[src/rtl/elevator_pkg.sv]
// Shared definitions for the elevator request scheduler.
//   - Default parameter values (floor count, door dwell length).
//   - Scheduler state encoding.
//   - One-hot helpers. They work on a fixed MAX_FLOORS-wide vector, so any
//     NFLOORS up to MAX_FLOORS is zero-extended into them. Every result is
//     either one-hot or zero.
package elevator_pkg;

    localparam int NFLOORS_DEF    = 8;
    localparam int DOOR_TICKS_DEF = 4;
    localparam int MAX_FLOORS     = 32;

    typedef enum logic [1:0] {
        IDLE = 2'd0,
        MOVE = 2'd1,
        DOOR = 2'd2
    } state_t;

    typedef logic [MAX_FLOORS-1:0] floor_vec_t;

    function automatic logic is_onehot(input floor_vec_t v);
        return (v != '0) && ((v & (v - floor_vec_t'(1))) == '0);
    endfunction

    // Lowest set bit of p strictly above the floor c.
    function automatic floor_vec_t lowest_above(input floor_vec_t p, input floor_vec_t c);
        floor_vec_t m;
        m = p & ~(c | (c - floor_vec_t'(1)));
        return m & (~m + floor_vec_t'(1));
    endfunction

    // Highest set bit of p strictly below the floor c.
    function automatic floor_vec_t highest_below(input floor_vec_t p, input floor_vec_t c);
        floor_vec_t m;
        floor_vec_t r;
        m = p & (c - floor_vec_t'(1));
        r = '0;
        for (int i = 0; i < MAX_FLOORS; i++) begin
            if (m[i]) begin
                r = floor_vec_t'(1) << i;
            end
        end
        return r;
    endfunction

endpackage

[src/rtl/elevator_request_scheduler_btn_sync_edge.sv]
// Per-bit button synchronizer plus rising-edge detector.
//   clk, rst : clock and synchronous active-high reset
//   btn_i    : raw asynchronous buttons
//   pulse_o  : one-cycle pulse per press, STAGES cycles after btn_i rises
// A bit is only armed once its synchronized level has been seen low after
// reset, so a button held through reset release never produces a pulse.
// As a consequence, a press that is already high on the first sample after
// reset is treated as held and ignored until it is released.
module btn_sync_edge #(
    parameter int WIDTH  = 8,
    parameter int STAGES = 2
) (
    input  logic             clk,
    input  logic             rst,
    input  logic [WIDTH-1:0] btn_i,
    output logic [WIDTH-1:0] pulse_o
);

    // Marks when the synchronizer chain holds real samples rather than
    // reset zeros; a zero in that window must not arm a bit.
    logic [STAGES-1:0] valid_q;

    always_ff @(posedge clk) begin
        if (rst) begin
            valid_q <= '0;
        end else begin
            valid_q <= (valid_q << 1) | STAGES'(1);
        end
    end

    genvar gi;
    generate
        for (gi = 0; gi < WIDTH; gi++) begin : g_bit
            logic [STAGES-1:0] sync_q;
            logic              prev_q;
            logic              armed_q;
            logic              sync_out;

            assign sync_out = sync_q[STAGES-1];

            always_ff @(posedge clk) begin
                if (rst) begin
                    sync_q  <= '0;
                    prev_q  <= 1'b0;
                    armed_q <= 1'b0;
                end else begin
                    sync_q <= (sync_q << 1) | STAGES'(btn_i[gi]);
                    prev_q <= sync_out;
                    if (valid_q[STAGES-1] && !sync_out) begin
                        armed_q <= 1'b1;
                    end
                end
            end

            assign pulse_o[gi] = sync_out & ~prev_q & armed_q;
        end
    endgenerate

endmodule

[src/rtl/elevator_request_scheduler.sv]
// Elevator request scheduler: latches floor requests and scans them with a
// SCAN (elevator) policy, issuing one target floor at a time.
//   clk, rst   : clock, synchronous active-high reset
//   btn        : raw floor buttons (bit i = floor i+1)
//   cur_floor  : one-hot current floor from the car-motion stage
//   tick       : scheduling strobe; state/direction/dwell only move on it
//   target     : one-hot floor to drive toward, 0 when none
//   pending    : latched outstanding requests
//   dir_up     : scan direction (1 = up)
//   door_open  : high while in DOOR
//   fault      : sticky, set when cur_floor is not one-hot on a tick
module elevator_request_scheduler
    import elevator_pkg::*;
#(
    parameter int NFLOORS     = NFLOORS_DEF,
    parameter int DOOR_TICKS  = DOOR_TICKS_DEF,
    parameter int SYNC_STAGES = 2
) (
    input  logic               clk,
    input  logic               rst,
    input  logic [NFLOORS-1:0] btn,
    input  logic [NFLOORS-1:0] cur_floor,
    input  logic               tick,
    output logic [NFLOORS-1:0] target,
    output logic [NFLOORS-1:0] pending,
    output logic               dir_up,
    output logic               door_open,
    output logic               fault
);

    localparam int CW = $clog2(DOOR_TICKS + 1);

    state_t             state_q;
    logic [NFLOORS-1:0] pending_q;
    logic [NFLOORS-1:0] pending_d;
    logic [NFLOORS-1:0] cur_q;
    logic               dir_q;
    logic               door_q;
    logic               fault_q;
    logic [CW-1:0]      cnt_q;

    logic [NFLOORS-1:0] press;
    logic [NFLOORS-1:0] set_mask;
    logic [NFLOORS-1:0] clr_mask;
    logic               cur_valid;
    logic               at_floor;
    logic               door_entry;
    logic               door_press;
    logic               dir_b;
    logic               more_in_dir;
    logic               dir_mv;

    btn_sync_edge #(
        .WIDTH  (NFLOORS),
        .STAGES (SYNC_STAGES)
    ) u_btn_sync_edge (
        .clk     (clk),
        .rst     (rst),
        .btn_i   (btn),
        .pulse_o (press)
    );

    assign cur_valid  = is_onehot(floor_vec_t'(cur_floor));
    assign at_floor   = |(pending_q & cur_floor);
    assign door_entry = tick && cur_valid && (state_q != DOOR) && at_floor;
    // A press of the floor we are standing at only keeps the door open.
    assign door_press = (state_q == DOOR) && |(press & cur_floor);

    assign set_mask  = (state_q == DOOR) ? (press & ~cur_floor) : press;
    assign clr_mask  = door_entry ? cur_floor : '0;
    assign pending_d = (pending_q | set_mask) & ~clr_mask;

    // End floors force the direction before the "anything ahead?" check.
    assign dir_b = cur_floor[NFLOORS-1] ? 1'b0 : (cur_floor[0] ? 1'b1 : dir_q);

    always_comb begin
        more_in_dir = 1'b0;
        if (dir_b) begin
            more_in_dir = |lowest_above(floor_vec_t'(pending_q), floor_vec_t'(cur_floor));
        end else begin
            more_in_dir = |highest_below(floor_vec_t'(pending_q), floor_vec_t'(cur_floor));
        end
    end

    // Direction used whenever the next state is MOVE: turn around if
    // nothing is pending ahead.
    assign dir_mv = more_in_dir ? dir_b : ~dir_b;

    always_ff @(posedge clk) begin
        if (rst) begin
            state_q   <= IDLE;
            pending_q <= '0;
            cur_q     <= '0;
            dir_q     <= 1'b1;
            door_q    <= 1'b0;
            fault_q   <= 1'b0;
            cnt_q     <= '0;
        end else begin
            pending_q <= pending_d;
            cur_q     <= cur_floor;
            if (tick && cur_valid) begin
                dir_q <= dir_b;
                case (state_q)
                    IDLE, MOVE: begin
                        if (at_floor) begin
                            state_q <= DOOR;
                            door_q  <= 1'b1;
                            cnt_q   <= CW'(DOOR_TICKS);
                        end else if (pending_q != '0) begin
                            state_q <= MOVE;
                            dir_q   <= dir_mv;
                        end
                    end
                    DOOR: begin
                        if (door_press) begin
                            cnt_q <= CW'(DOOR_TICKS);
                        end else if (cnt_q <= CW'(1)) begin
                            cnt_q  <= '0;
                            door_q <= 1'b0;
                            if (pending_q != '0) begin
                                state_q <= MOVE;
                                dir_q   <= dir_mv;
                            end else begin
                                state_q <= IDLE;
                            end
                        end else begin
                            cnt_q <= cnt_q - CW'(1);
                        end
                    end
                    default: begin
                        state_q <= IDLE;
                        door_q  <= 1'b0;
                        cnt_q   <= '0;
                    end
                endcase
            end else begin
                // Bad floor code on a tick: flag it and freeze scheduling.
                if (tick) begin
                    fault_q <= 1'b1;
                end
                if (door_press) begin
                    cnt_q <= CW'(DOOR_TICKS);
                end
            end
        end
    end

    always_comb begin
        target = '0;
        if (state_q == MOVE) begin
            if (dir_q) begin
                target = NFLOORS'(lowest_above(floor_vec_t'(pending_q), floor_vec_t'(cur_q)));
            end else begin
                target = NFLOORS'(highest_below(floor_vec_t'(pending_q), floor_vec_t'(cur_q)));
            end
        end
    end

    assign pending   = pending_q;
    assign dir_up    = dir_q;
    assign door_open = door_q;
    assign fault     = fault_q;

endmodule

[config.mk]
export PLATFORM = sky130hd
export DESIGN_NAME = elevator_request_scheduler
export DESIGN_NICKNAME = d
export VERILOG_FILES = /design/src/rtl/elevator_pkg.sv /design/src/rtl/elevator_request_scheduler_btn_sync_edge.sv /design/src/rtl/elevator_request_scheduler.sv
export SDC_FILE = /design/constraint.sdc
export NUM_CORES = 1
export LEC_CHECK = 0
export ABC_CLOCK_PERIOD_IN_PS = 2500
export CAP_MARGIN = 10
export CORE_MARGIN = 1.5
export CORE_UTILIZATION = 35
export CTS_BUF_LIST = sky130_fd_sc_hd__clkbuf_16
export DETAILED_ROUTE_END_ITERATION = 7
export DONT_BUFFER_PORTS = 1
export GPL_ROUTABILITY_DRIVEN = 0
export SYNTH_ARGS = -nofsm -noshare
export SYNTH_HDL_FRONTEND = slang
export SYNTH_HIERARCHICAL = 1
export SYNTH_SLANG_ARGS = --single-unit
[constraint.sdc]
create_clock -name clk -period 2.5 [get_ports clk]
set_input_delay 0.25 -clock clk [delete_from_list [all_inputs] [get_ports clk]]
set_output_delay 0.25 -clock clk [all_outputs]
set_load 0.02 [all_outputs]
==> flow_summary.json, run 1 <==
{
  "grt_usage": 0.176,
  "drt-initial-drc-count": 149,
  "cp_top_family": "compound AO/OA/AOI/OAI gates",
  "dr_total_vias": 2506,
  "core_area_um2": 8180,
  "ys_ff_latch": 58,
  "hp-class": "input pin to flip-flop",
  "htree_num_levels": 3,
  "rows": 33,
  "overflow": 0,
  "critPathBufInv": 1,
  "grt_setup_unrepaired": "yes",
  "slew_headroom": 0.652,
  "wl_per_cell_um": 15.4,
  "start_util": 0.361,
  "cts_tree": "built",
  "cp_data_arrival_time_ps": 2670,
  "synth.avg_cell_area_um2": 8.87,
  "layout_min_cycle_time_ps": 2920,
  "grt_pass1_wl_um": 11900,
  "path_class": "flip-flop to output port",
  "final_cell_mix": "dfxtp_1, buf_4, nand2_1",
  "routed_wl_um": 7350,
  "drv_slew": 0,
  "clk_latency_ps": 320,
  "place_hpwl_um": 5440,
  "fin_setup_tns_ps": -1390,
  "ys_top_cells_by_area": "dfxtp_1, ha_1, nor2b_1, nand2_1, inv_1",
  "status": "finished, violations left",
  "synthArstFlopShare": 0,
  "clockBufferDepth": 2,
  "synth_top_cell_area_share": 0.393,
  "nets": 411,
  "io_pins": 38,
  "synth_seq_area_share": 0.393,
  "finalHoldViolations": 0,
  "crit_chain": "inv_2 -> nand3_2 -> or3_4 -> ha_4 -> a222oi_1 -> nand3_1 -> a221o_1 -> o22a_1 -> nor2_4",
  "p_leak_uw": 0.00149,
  "fin_ws_ps": -423,
  "worstPathRequired_ps": 2250,
  "io_buffers": 0,
  "p_per_area_nw_per_um2": 612,
  "startpoint_type": "flip-flop",
  "yosysTopAreaCell": "dfxtp_1",
  "layout_commonest_cell": "dfxtp_1",
  "grt_pass1_vias": 2473,
  "finalSetupViolCount": 5,
  "cts_made_buffers": 9,
  "critPathSlowestCell": "a222oi_1",
  "violations": "setup timing",
  "skew_ps": 4.62,
  "antenna_found_initial": 0,
  "dieArea_um2": 9000,
  "synth_flop_cell": "dfxtp_1",
  "root_buffer": "clkbuf_16",
  "synthToLayoutAreaGrowth_pct": 25.3,
  "synth_area_um2": 2950,
  "synth_edf_count": 0,
  "ant_nets": 0,
  "drcViolationCount": 0,
  "grt_max_degree": 38,
  "cp_slowest_stage_delay_ps": 440,
  "netlist_instances": 333,
  "dieHeight_um": 94.9,
  "tightest_slew_ps": 521,
  "synth-warning-count": 6,
  "finalCritPeriodShare": 1.17,
  "clkSlewWorstSetupHoldPaths_ps": 50,
  "drv_cap": 0,
  "die_x_um": 94.9,
  "ir_worst_vdd_uv": 477,
  "antenna_cells": 0,
  "vias_per_cell": 5.25,
  "crit_fanout": 2,
  "pre_cts_ws_ps": -195,
  "drt-pass1-iter-count": 4,
  "n_fill_cell": 811,
  "cts_num_sinks": 58,
  "synth_fp_nets": 377,
  "synth.distinct_cells": 51,
  "cp-end-kind": "output port",
  "max_freq_ghz": 0.342,
  "drive_gt1_frac": 0.247
}
-- routing by layer --
layer  share of wire  vias to the layer above  track usage
li1                -                     1237            -
met1            0.42                     1168        0.206
met2            0.47                       79        0.282
met3           0.063                       22       0.0403
met4           0.044                        0        0.128
met5               0                        -            0
-- path summary, 6_finish.rpt --
kind / from / endpoint / slack [ps] / cells after the start
worst max-delay path: cur_q[0]$_SDFF_PP0_ / target[1] / -420 / 9
worst min-delay path: cur_floor[1] / pending[1]$_SDFF_PP0_ / 20 / 1
worst max register to register: pending[0]$_SDFF_PP0_ / pending[4]$_SDFF_PP0_ / 710 / 5
worst min register to register: u_btn_sync_edge/g_bit[1].sync_q[0]$_SDFF_PP0_ / u_btn_sync_edge/g_bit[1].sync_q[1]$_SDFF_PP0_ / 440 / 1
-- cell usage after synthesis (2+ instances only) --
cell,count
dfxtp_1,58
nand2_1,31
nor2b_1,30
inv_1,29
nor2_1,26
ha_1,25
a21oi_1,16
a22oi_1,14
clkbuf_1,8
nand3_1,8
a211oi_1,7
o21a_1,7
o21ai_0,7
and2b_2,6
and3_1,5
nand4_1,5
a222oi_1,4
a32oi_1,3
buf_6,3
or3_1,3
nand3b_1,2
nor3_1,2
nor3b_1,2
nor4_1,2
o211a_1,2
o21ai_2,2
o22ai_1,2
-- area by class of cell --
type                    instances  area (um^2)  area share
multi-input cells             232         1720       0.465
flip-flops and latches         58         1160       0.314
repair buffers                 36          283      0.0764
clock buffers                   9          225      0.0609
inverters                      30          141      0.0382
well taps                     105          131      0.0355
clock inverters                 7         37.5      0.0101
-- state kept, by name (all words and copies together) (netlist names) --
name / cells
u_btn_sync_edge/g_bit.sync_q: 16
u_btn_sync_edge/g_bit.armed_q: 8
u_btn_sync_edge/valid_q: 2
u_btn_sync_edge/g_bit.prev_q: 8
cnt_q: 3
fault: 1
door_open: 1
pending: 8
cur_q: 8
dir_up: 1
state_q: 2
-- per-stage QoR --
stage | hold slack [ps] | cells | total power [uW] | util | instance area (um^2)
after CTS | 4.48 | 476 | 2280 | 0.448 | 3660
final | 16.7 | 477 | 2270 | 0.453 | 3700
after floorplan | 347 | 333 | 1140 | - | 3020
after detailed placement | 325 | 457 | 1190 | 0.406 | 3320
after global routing | 12.0 | 477 | 2360 | 0.453 | 3700
after global placement | 325 | 457 | 1180 | 0.406 | 3320
-- cells by family after synthesis --
logic type / Yosys count / synth area share
and+or+nand+nor: 129 / 0.241
buffers and inverters: 43 / 0.0627
adders and majority gates: 25 / 0.106
AOI/OAI and AO/OA: 76 / 0.190
DFF: 58 / 0.393
muxes: 2 / 0.00720
-- timing repair --
action / in CTS / in global routing
pin swaps: 7 / 13
hold buffers: 1 / 0
buffers inserted: 2 / 2
hold endpoints to repair: 37 / 0
resized for setup: 15 / 8
gates cloned: 0 / 0
endpoints found under the setup margin: 8 / 8
-- where the power goes --
group / switching [uW] / total, uW / internal [uW]
Sequential: 22.7 / 986 / 964
Clock: 412 / 1070 / 655
Combinational: 107 / 212 / 105
Total: 542 / 2270 / 1720
Power figures use the tool's default switching activity.
==> run 2: changes to the inputs <==
--- a/config.mk
+++ b/config.mk
@@ -7,3 +7,3 @@
 export LEC_CHECK = 0
-export ABC_CLOCK_PERIOD_IN_PS = 2500
+export ABC_CLOCK_PERIOD_IN_PS = 3800
 export CAP_MARGIN = 10
==> constraint.sdc (replaced) <==
create_clock -name clk -period 3.8 [get_ports clk]
set_input_delay 0.95 -clock clk [delete_from_list [all_inputs] [get_ports clk]]
set_output_delay 0.95 -clock clk [all_outputs]
set_load 0.02 [all_outputs]
==> flow_summary.json, run 2 (synthesis gave the netlist of run 1 again) <==
{
  "startpoint": "cur_q[0]$_SDFF_PP0_",
  "dr_total_vias": 2411,
  "root_buffer": "clkbuf_16",
  "drv_cap": 0,
  "layout_commonest_cell": "dfxtp_1",
  "post_dp_cell_area_um2": 3050,
  "cp-end-kind": "output port",
  "crit_fanout": 3,
  "postCtsHoldBufs": 0,
  "ir_worst_vdd_uv": 278,
  "htree_num_levels": 3,
  "dieArea_um2": 9000,
  "antenna_found_initial": 0,
  "critPathCapture": "target[1]",
  "drcViolationCount": 0,
  "synthToLayoutAreaGrowth_pct": 14.3,
  "nets": 383,
  "fin_area_um2": 3380,
  "critPathSlowestCell": "a222oi_1",
  "cts_num_sinks": 58,
  "drv_slew": 0,
  "fin_setup_tns_ps": 0,
  "io_pins": 38,
  "cts_made_buffers": 9,
  "place_hpwl_um": 5070,
  "largest_register_ff_count": 16,
  "tightest_slew_ps": 607,
  "routed_wl_um": 7010,
  "antenna_cells": 0,
  "path_class": "flip-flop to output port",
  "fin_ws_ps": 120,
  "vias_per_cell": 5.38,
  "hp-class": "flip-flop to flip-flop",
  "reg2reg_depth": 5,
  "cts_tree": "built",
  "clockBufferDepth": 2,
  "startpoint_type": "flip-flop",
  "clk_latency_ps": 320,
  "largest-register": "u_btn_sync_edge/g_bit.sync_q",
  "crit_chain": "inv_2 -> nand3_4 -> or3_4 -> ha_4 -> a222oi_1 -> nand3_1 -> a221o_1 -> o22a_1 -> nor2_4",
  "finalSetupViolCount": 0,
  "p_leak_uw": 0.00134,
  "cp_data_arrival_time_ps": 2730,
  "start_util": 0.361,
  "finalHoldViolations": 0,
  "core_area_um2": 8180,
  "pre_cts_ws_ps": 188,
  "grt_setup_unrepaired": "yes",
  "layout_min_cycle_time_ps": 3680,
  "wl_per_cell_um": 15.6,
  "n_fill_cell": 813,
  "cp_slowest_stage_delay_ps": 410,
  "crit-reg2reg-launch": "pending[3]$_SDFF_PP0_",
  "dieHeight_um": 94.9,
  "drt-pass1-iter-count": 5,
  "p_per_area_nw_per_um2": 431,
  "drive_gt1_frac": 0.140,
  "skew_ps": 6.29,
  "clkSlewWorstSetupHoldPaths_ps": 50,
  "final_cell_mix": "dfxtp_1, nand2_1, nor2b_1",
  "r2r-end": "pending[0]$_SDFF_PP0_",
  "place_inst": 430,
  "layoutNonFillerInstCount": 448,
  "whs_ps": 429,
  "drt-initial-drc-count": 269,
  "max_freq_ghz": 0.272,
  "grt_pass1_vias": 2301,
  "reg2reg_slack_ps": 1890,
  "status": "finished, final reports clean",
  "io_buffers": 0,
  "grt_max_degree": 48,
  "die_x_um": 94.9,
  "grt_pass1_wl_um": 11400,
  "finalCritPeriodShare": 0.968,
  "rows": 33,
  "worstPathRequired_ps": 2850,
  "slew_headroom": 0.595,
  "ant_nets": 0,
  "grt_usage": 0.169,
  "overflow": 0
}
run 2: power breakdown:
group | internal [uW] | switching (uW) | total (uW)
sequential | 634 | 16.4 | 650
combinational | 50.8 | 58.3 | 109
clock | 431 | 266 | 697
run 2: per-layer routing:
metal / up-vias / part of all wire / GRT usage / wire, um
met5: - / 0 / 0 / 0
met4: 0 / 0.016 / 0.0734 / 109
met3: 11 / 0.078 / 0.0499 / 548
met2: 95 / 0.48 / 0.277 / 3340
met1: 1130 / 0.43 / 0.203 / 3010
li1: 1175 / - / - / -
run 2: timing repair:
item	4_1_cts	5_1_grt
resized for setup	2	9
setup endpoints to repair	1	4
cloned	0	0
setup buffers	1	2
pin swaps	2	4
run 2: worst min-delay path by stage:
| stage | slack, ps | from | depth (start not counted) | to |
|---|---|---|---|---|
| final | 430 | u_btn_sync_edge/valid_q[0]$_DFF_P_ | 1 | u_btn_sync_edge/valid_q[1]$_SDFF_PP0_ |
| after global routing | 440 | u_btn_sync_edge/valid_q[0]$_DFF_P_ | 1 | u_btn_sync_edge/valid_q[1]$_SDFF_PP0_ |
| after CTS | 430 | u_btn_sync_edge/valid_q[0]$_DFF_P_ | 1 | u_btn_sync_edge/valid_q[1]$_SDFF_PP0_ |
| after detailed placement | 420 | u_btn_sync_edge/valid_q[0]$_DFF_P_ | 1 | u_btn_sync_edge/valid_q[1]$_SDFF_PP0_ |
| after global placement | 420 | u_btn_sync_edge/g_bit[4].sync_q[0]$_SDFF_PP0_ | 1 | u_btn_sync_edge/g_bit[4].sync_q[1]$_SDFF_PP0_ |
| after floorplan | 410 | u_btn_sync_edge/g_bit[0].sync_q[0]$_SDFF_PP0_ | 1 | u_btn_sync_edge/g_bit[0].sync_q[1]$_SDFF_PP0_ |
run 2: area by class of cell:
class / count / area (um^2) / area share
Tap cell: 105 / 131 / 0.0389
Inverter: 30 / 113 / 0.0333
Sequential cell: 58 / 1160 / 0.344
Timing Repair Buffer: 8 / 60.1 / 0.0178
Multi-Input combinational cell: 232 / 1650 / 0.489
Clock buffer: 9 / 225 / 0.0667
Clock inverter: 6 / 35.0 / 0.0104
run 2: worst max-delay path: cells and delay by family, from the launching register on:
kind | cells | cell delay, ps
AOI/OAI and AO/OA | 3 | 940
and+or+nand+nor | 4 | 830
DFF | 1 | 320
adders and majority gates | 1 | 230
buffers and inverters | 1 | 80
run 2: stage by stage:
step	power [uW]	util
6_report	1460	0.413
5_1_grt	1520	0.413
4_1_cts	1460	0.407
3_5_place_dp	763	0.373
3_3_place_gp	760	0.373
2_1_floorplan	744	-
